`src/rtl/fifo_rd_stream.sv`:
```
// fifo_rd_stream: read-side adapter from a 1-cycle-latency FIFO read port
// to a valid/ready stream. A small circular prefetch buffer decouples the
// pop decision from the consumer, so m_ready_i never reaches an output.
//
// Ports:
//   clk_i      read-domain clock (rising edge)
//   rst_i      asynchronous active-high reset
//   r_empty_i  FIFO empty flag
//   r_en_o     FIFO pop strobe
//   r_data_i   FIFO read data, valid the cycle after r_en_o
//   flush_i    synchronous flush of buffered and in-flight words
//   m_valid_o  stream valid (buffer non-empty)
//   m_ready_i  stream ready
//   m_data_o   stream data (buffer head)
//   occ_o      number of buffered words
module fifo_rd_stream #(
    parameter int unsigned DATA_WIDTH = 8,
    parameter int unsigned BUF_DEPTH  = 3
) (
    input  logic                               clk_i,
    input  logic                               rst_i,
    input  logic                               r_empty_i,
    output logic                               r_en_o,
    input  logic [DATA_WIDTH-1:0]              r_data_i,
    input  logic                               flush_i,
    output logic                               m_valid_o,
    input  logic                               m_ready_i,
    output logic [DATA_WIDTH-1:0]              m_data_o,
    output logic [$clog2(BUF_DEPTH+1)-1:0]     occ_o
);

    localparam int unsigned CNT_W = $clog2(BUF_DEPTH + 1);
    localparam int unsigned SUM_W = CNT_W + 1;
    localparam int unsigned PTR_W = (BUF_DEPTH > 1) ? $clog2(BUF_DEPTH) : 1;

    logic [DATA_WIDTH-1:0] mem [BUF_DEPTH];
    logic [PTR_W-1:0]      rd_ptr;
    logic [PTR_W-1:0]      wr_ptr;
    logic [CNT_W-1:0]      cnt;
    logic                  inflight;
    logic                  discard;

    logic [PTR_W-1:0]      rd_ptr_next;
    logic [PTR_W-1:0]      wr_ptr_next;
    logic [CNT_W-1:0]      cnt_next;
    logic                  inflight_next;
    logic                  discard_next;

    logic [SUM_W-1:0]      pending;
    logic                  pop;
    logic                  arrival;
    logic                  fire;

    // Pointer increment with wrap at BUF_DEPTH-1.
    function automatic logic [PTR_W-1:0] wrap_inc(input logic [PTR_W-1:0] p);
        return (p == PTR_W'(BUF_DEPTH - 1)) ? '0 : p + PTR_W'(1);
    endfunction

    // Pop only while buffered plus in-flight words leave room for one more;
    // reset gating keeps the strobe low while reset is held.
    always_comb begin
        pending = SUM_W'(cnt) + SUM_W'(inflight);
        pop     = !rst_i && !r_empty_i && !flush_i && (pending < SUM_W'(BUF_DEPTH));
        arrival = inflight && !discard && !flush_i;
        fire    = m_valid_o && m_ready_i;
    end

    assign r_en_o    = pop;
    assign m_valid_o = (cnt != '0);
    assign m_data_o  = mem[rd_ptr];
    assign occ_o     = cnt;

    // Next-state for pointers, occupancy and in-flight tracking.
    always_comb begin
        rd_ptr_next   = rd_ptr;
        wr_ptr_next   = wr_ptr;
        cnt_next      = cnt;
        inflight_next = pop;
        discard_next  = 1'b0;
        if (flush_i) begin
            rd_ptr_next  = '0;
            wr_ptr_next  = '0;
            cnt_next     = '0;
            // A word popped last cycle lands next edge and must be dropped.
            discard_next = inflight;
        end else begin
            if (arrival) begin
                wr_ptr_next = wrap_inc(wr_ptr);
            end
            if (fire) begin
                rd_ptr_next = wrap_inc(rd_ptr);
            end
            case ({arrival, fire})
                2'b10:   cnt_next = cnt + CNT_W'(1);
                2'b01:   cnt_next = cnt - CNT_W'(1);
                default: cnt_next = cnt;
            endcase
        end
    end

    // Control state registers.
    always_ff @(posedge clk_i or posedge rst_i) begin
        if (rst_i) begin
            rd_ptr   <= '0;
            wr_ptr   <= '0;
            cnt      <= '0;
            inflight <= 1'b0;
            discard  <= 1'b0;
        end else begin
            rd_ptr   <= rd_ptr_next;
            wr_ptr   <= wr_ptr_next;
            cnt      <= cnt_next;
            inflight <= inflight_next;
            discard  <= discard_next;
        end
    end

    // Prefetch buffer storage; cleared on reset so m_data_o starts at 0.
    always_ff @(posedge clk_i or posedge rst_i) begin
        if (rst_i) begin
            for (int i = 0; i < BUF_DEPTH; i++) begin
                mem[i] <= '0;
            end
        end else if (arrival) begin
            mem[wr_ptr] <= r_data_i;
        end
    end

endmodule

```
`config.mk`:
```
export PLATFORM = sky130hd
export DESIGN_NAME = fifo_rd_stream
export DESIGN_NICKNAME = d
export VERILOG_FILES = /design/src/rtl/fifo_rd_stream.sv
export SDC_FILE = /design/constraint.sdc
export NUM_CORES = 1
export LEC_CHECK = 0
export ABC_AREA = 1
export BUFFER_PORTS_ARGS = -buffer_cell sky130_fd_sc_hd__buf_4
export CORE_ASPECT_RATIO = 0.6
export CORE_MARGIN = 5
export CORE_UTILIZATION = 50
export DETAILED_ROUTE_END_ITERATION = 16
export PLACE_DENSITY = 0.75
export SYNTH_ARGS = -nofsm -noshare
export SYNTH_HDL_FRONTEND = slang
export SYNTH_SLANG_ARGS = --single-unit
export TNS_END_PERCENT = 5
```
`constraint.sdc`:
```
create_clock -name clk_i -period 1.3 [get_ports clk_i]
set_clock_uncertainty 0.15 [all_clocks]
set_input_delay 0.065 -clock clk_i [delete_from_list [all_inputs] [get_ports clk_i]]
set_output_delay 0.065 -clock clk_i [all_outputs]
set_load 0.01 [all_outputs]
```
# After elaboration in Yosys (flattened, before gate mapping)
# Index checks and enable logic that the tools add are counted.
totals:
  regBits: 32
  out_inout_bits: 12
  word_cells: 53
classes:
  add_sub_neg: 5
  order_cmp: 4
  eq_ne: 4
  mux: 15
  bitwise: 2
  reduce_logical: 15
ops:
  columns: ["op", "n"]
  rows:
  - ["24-bit bitwise mux", 1]
  - ["8-bit 2-to-1 mux", 3]
  - ["8-bit binary-select mux with 2-bit select", 1]
  - ["8-bit demux with 2-bit select", 1]
  - ["2-bit 2-to-1 mux", 7]
  - ["1-bit logical AND", 7]
  - ["2-bit by 1-bit adder with 2-bit output (second input constant)", 3]
  - ["2-bit == test (second input constant)", 3]
  - ["3-bit >= comparator (second input constant)", 2]
  - ["2-bit NOT with 3-bit output", 2]
  - ["2-bit nonzero test", 3]
  - ["1-bit zero test", 4]
  - ["2-bit case mux with 2 select lines", 1]
  - ["2-bit by 1-bit adder with 3-bit output", 1]
  - ["3-bit by 1-bit < comparator with 1-bit output (second input constant)", 1]
  - ["3-bit by 2-bit < comparator with 1-bit output (second input constant)", 1]
  - ["3-bit nonzero test", 1]
  - ["2-bit by 1-bit == test with 1-bit output (second input constant)", 1]
  - ["2-bit by 1-bit subtractor with 2-bit output (second input constant)", 1]
  - ["1-bit 2-to-1 mux", 1]

# Depth between registers and ports, before layout
depth:
  ltp_word: 6
  mapped_depth: 8

# Worst setup path before layout
# No wires, ideal clock.
synth_timing:
  kind: "reg2reg"
  startpoint: "register cnt[0] (netlist: occ_o[0])"
  endpoint: "register inflight"
  setup_time_ns: 0.122
  arrival_time_ns: 1.233
  t_required_ns: 1.028
  slack_ns: -0.206
  path_stages_with_launch: 6
  period_less_slack_ns: 1.506
  cell_sequence: "dfrtp_1 > ha_1 > ha_1 > nor2_1 > nand3_1 > a21oi_1"
synth_between:
  elab_chain_len: 3
synth_rtl:
  columns: ["item", "line", "rtl"]
  rows:
  - ["start, declared", "39", "logic [CNT_W-1:0] cnt;"]
  - ["start signal, assigned", "112", "cnt <= cnt_next;"]
  - ["2-bit by 1-bit adder with 3-bit output", "62", "pending = SUM_W'(cnt) + SUM_W'(inflight);"]
  - ["3-bit by 2-bit < comparator with 1-bit output", "63", "pop = !rst_i && !r_empty_i && !flush_i && (pending < SUM_W'(BUF_DEPTH));"]
  - ["1-bit logical AND", "63", null]
  - ["net r_en_o", "23", "output logic r_en_o,"]
  - ["end signal, assigned", "113", "inflight <= inflight_next;"]
  - ["end, declared", "40", "logic inflight;"]
# The timed path passes the listed nets, and every way through them passes these cells.
# A chain may end at the register's enable or synchronous reset.

# Worst setup path after layout
layout_timing:
  startpoint: "register cnt[0] (netlist: occ_o[0])"
  endpoint: "output port r_en_o"
layout_between:
  elab_chain_len: 3
layout_rtl:
  columns: ["item", "line"]
  rows:
  - ["2-bit by 1-bit adder with 3-bit output", "62"]
  - ["3-bit by 2-bit < comparator with 1-bit output", "63"]
  - ["1-bit logical AND", "63"]
  - ["end, declared", "23"]
# No other way between the ends.

==> impl_metrics.csv <==
group,metric,value,unit
cells_and_area,diodes,0,
placed_design,dpl_worst_slack,-0.163,ns
setup_path,cp_max_fo,2,
pwr,leakage,1.16,nW
timing,timing.hold.ws,0.0738,ns
cells_and_area,layout_common_cells,"57 x nand2_1, 44 x buf_4, 29 x dfrtp_1",
global_routing,grt_util_met3,5.66,%
timing,rsz0062_at_grt,"yes",
setup_path,reg2reg_to,"inflight$_DFF_PP0_",
setup_path,cp_slowest_stage_delay,0.44,ns
run,drv_cap,0,
routing,drtIter0Drc,73,
clocking,root_buffer,"clkbuf_8",
clocking,tritoncts,"yes",
cells_and_area,nets,256,
setup_path,r2r_cells,7,
floorplan,start_util,53.9,%
floorplan,pin_count,25,
routing,drt_wl_total,4290,um
floorplan,dieHeight,53.8,um
clocking,clkTransAtPathRegs,0.06,ns
global_routing,first_global_vias,1506,
global_routing,met2_usage,38.8,%
floorplan,die_x,83.0,um
pwr,p_per_area,1620,mW/mm2
clocking,cts_made_buffers,5,
synth,yosysWarnings,0,
routing,vias,1427,
cells_and_area,layout_commonest_cell,"nand2_1",
cells_and_area,drive_gt1_share,47.3,%
setup_path,crit_path_start,"occ_o[0]$_DFFE_PP0P_",
routing,drcViolationCount,0,
cells_and_area,area.growth.synth_to_final,43.5,%
setup_path,start_kind,"register",
floorplan,num_rows,15,
synth,synth_cells,177,
setup_path,crit_chain,"ha_4 > ha_4 > nor2_4 > nand3_2 > a21oi_2 > buf_4",
synth,synth_nets,192,
synth,synth-seq-area-share,50.1,%
global_routing,busiest_layer,"met2",
placed_design,portBuffers,24,
setup_path,criticalPathCategory,"register to output pin",
routing,wire_per_inst,15.2,um
clocking,htreeDepth,2,
clocking,clock_sinks,32,
timing,fmax,592,MHz
floorplan,core-area,0.00297,mm2
routing,drt_pre_antenna_iters,4,
routing,ant_nets,0,
timing,hold_viol_final,0,
global_routing,use_met1,22.9,%
setup_path,reg2reg_from,"occ_o[0]$_DFFE_PP0P_",
timing,slew_headroom,72.6,%
placed_design,dp_hpwl,2680,um
timing,final.period_utilization,130,%
pwr,peakVddDrop,1.03,mV
cells_and_area,nFillCells,209,
setup_path,reg2reg_slack,-0.38,ns
routing,avgViaCountPerCell,5.04,
timing,min_period,1.69,ns
global_routing,grt_max_degree,33,
global_routing,grt_first_pass_wirelength,7060,um
outcome,status,"finished, violations left",
setup_path,slowest_stage,"dfrtp_2",
setup_path,cp.required,1.09,ns
setup_path,crit_cells,6,
clocking,clk_latency,0.28,ns
setup_path,critPathCapture,"r_en_o",
synth,syn_area_per_cell,9.03,um2
clocking,cts_buffer_depth,2,
floorplan,dieArea,0.00446,mm2
synth,syn_area,0.00160,mm2
outcome,violations,"negative setup slack",
setup_path,cp_data_arrival_time,1.47,ns
placed_design,gp_congestion,0.785,
timing,setup_ws,-0.390,ns
timing,final-setup-viol-count,42,
timing,tightest_slew,0.410,ns
synth,synth_cell_type_count,17,
setup_path,critPathBufInv,1,
setup_path,cp_common_cell,"ha_4",
global_routing,grt_usage,20.6,%
min_path,hold_class,"primary input to register",
global_routing,antenna_found_initial,0,
global_routing,grt_overflow,0,
setup_path,path_delay_family,"flip-flops",
synth,synth_seq_cells,32,
timing,slew_violations,0,
setup_path,crit_path_end_kind,"output pin",
layout make-up:
type / count / area (um2) / share of cell area [%]
Timing Repair Buffer: 60 / 498 / 21.7
Multi-Input combinational cell: 118 / 757 / 33.0
Sequential cell: 32 / 805 / 35.1
Tap cell: 42 / 52.6 / 2.29
Inverter: 24 / 103 / 4.48
Clock buffer: 6 / 72.6 / 3.17
Clock inverter: 1 / 5.00 / 0.218
worst min-delay path, delay by kind of cell:
kind	cells	cell delay, ns
and+or+nand+nor	3	0.19
AOI/OAI and AO/OA	2	0.12
buffers and inverters	1	0.09
per-stage QoR:
stage	instances	cell area, um2	utilization, %	power, mW	setup TNS [ns]
global route	283	2290	77.3	3.96	-11.44
CTS	282	2240	75.5	3.59	-4.72
finish	283	2290	77.3	3.71	-8.40
global placement	257	1960	66.0	2.61	-1.26
floorplan	177	1630	-	2.02	-0.0694
detailed placement	257	1960	66.0	2.68	-2.41
synthesized netlist by cell type:
| cell type | instances | area [um2] |
|---|---|---|
| a21oi_1 | 1 | 5.00 |
| buf_6 | 3 | 33.8 |
| clkinv_1 | 2 | 7.51 |
| dfrtp_1 | 32 | 801 |
| ha_1 | 2 | 25.0 |
| inv_1 | 20 | 75.1 |
| inv_2 | 1 | 3.75 |
| inv_6 | 1 | 8.76 |
| nand2_1 | 61 | 229 |
| nand2_2 | 2 | 12.5 |
| nand3_1 | 12 | 60.1 |
| nand3_4 | 4 | 70.1 |
| nor2_1 | 4 | 15.0 |
| nor2_2 | 1 | 6.26 |
| o21ai_0 | 5 | 25.0 |
| o21ai_1 | 2 | 10.0 |
| o21ai_2 | 24 | 210 |
cells by family (layout without fill, tap and decap cells):
| kind of cell | Yosys count | count (layout) | synth area share, % |
|---|---|---|---|
| AOI/OAI and AO/OA | 32 | 32 | 15.7 |
| DFF | 32 | 32 | 50.1 |
| and+or+nand+nor | 84 | 84 | 24.6 |
| buffers and inverters | 27 | 91 | 8.07 |
| adders and majority gates | 2 | 2 | 1.57 |
report_power, final:
| group | switching, mW | internal, mW |
|---|---|---|
| Clock | 0.352 | 0.363 |
| Sequential | 0.172 | 1.19 |
| Combinational | 0.814 | 0.818 |
| Total | 1.34 | 2.38 |
what timing repair did:
item,4_1_cts,5_1_grt
resized for setup,19,15
cloned,0,0
endpoints found under the hold margin,57,0
endpoints found under the setup margin,41,43
hold buffers,10,0
buffers inserted,8,1
pin swaps,8,3
metal layers:
metal / vias to the layer above / part of all wire [%]
li1: 694 / -
met1: 682 / 41
met2: 40 / 53
met3: 11 / 4.8
met4: 0 / 1.8
met5: - / 0
worst min-delay path by stage:
stage,endpoint,cells past startpoint,slack [ns],startpoint
detailed placement,mem[5]$_DFFE_PP0P_,3,0.09,rst_i
global route,rd_ptr[1]$_DFFE_PP0P_,5,0.10,flush_i
global placement,mem[21]$_DFFE_PP0P_,3,0.09,rst_i
CTS,occ_o[0]$_DFFE_PP0P_,6,0.07,m_ready_i
finish,occ_o[0]$_DFFE_PP0P_,6,0.07,m_ready_i
floorplan,discard$_DFF_PP0_,1,-0.15,rst_i
flip-flops by register name (all words and copies together), names as in the netlist:
register,count
wr_ptr,2
occ_o,2
inflight,1
rd_ptr,2
mem,24
discard,1
No activity file was read; power rests on OpenSTA's default activity.
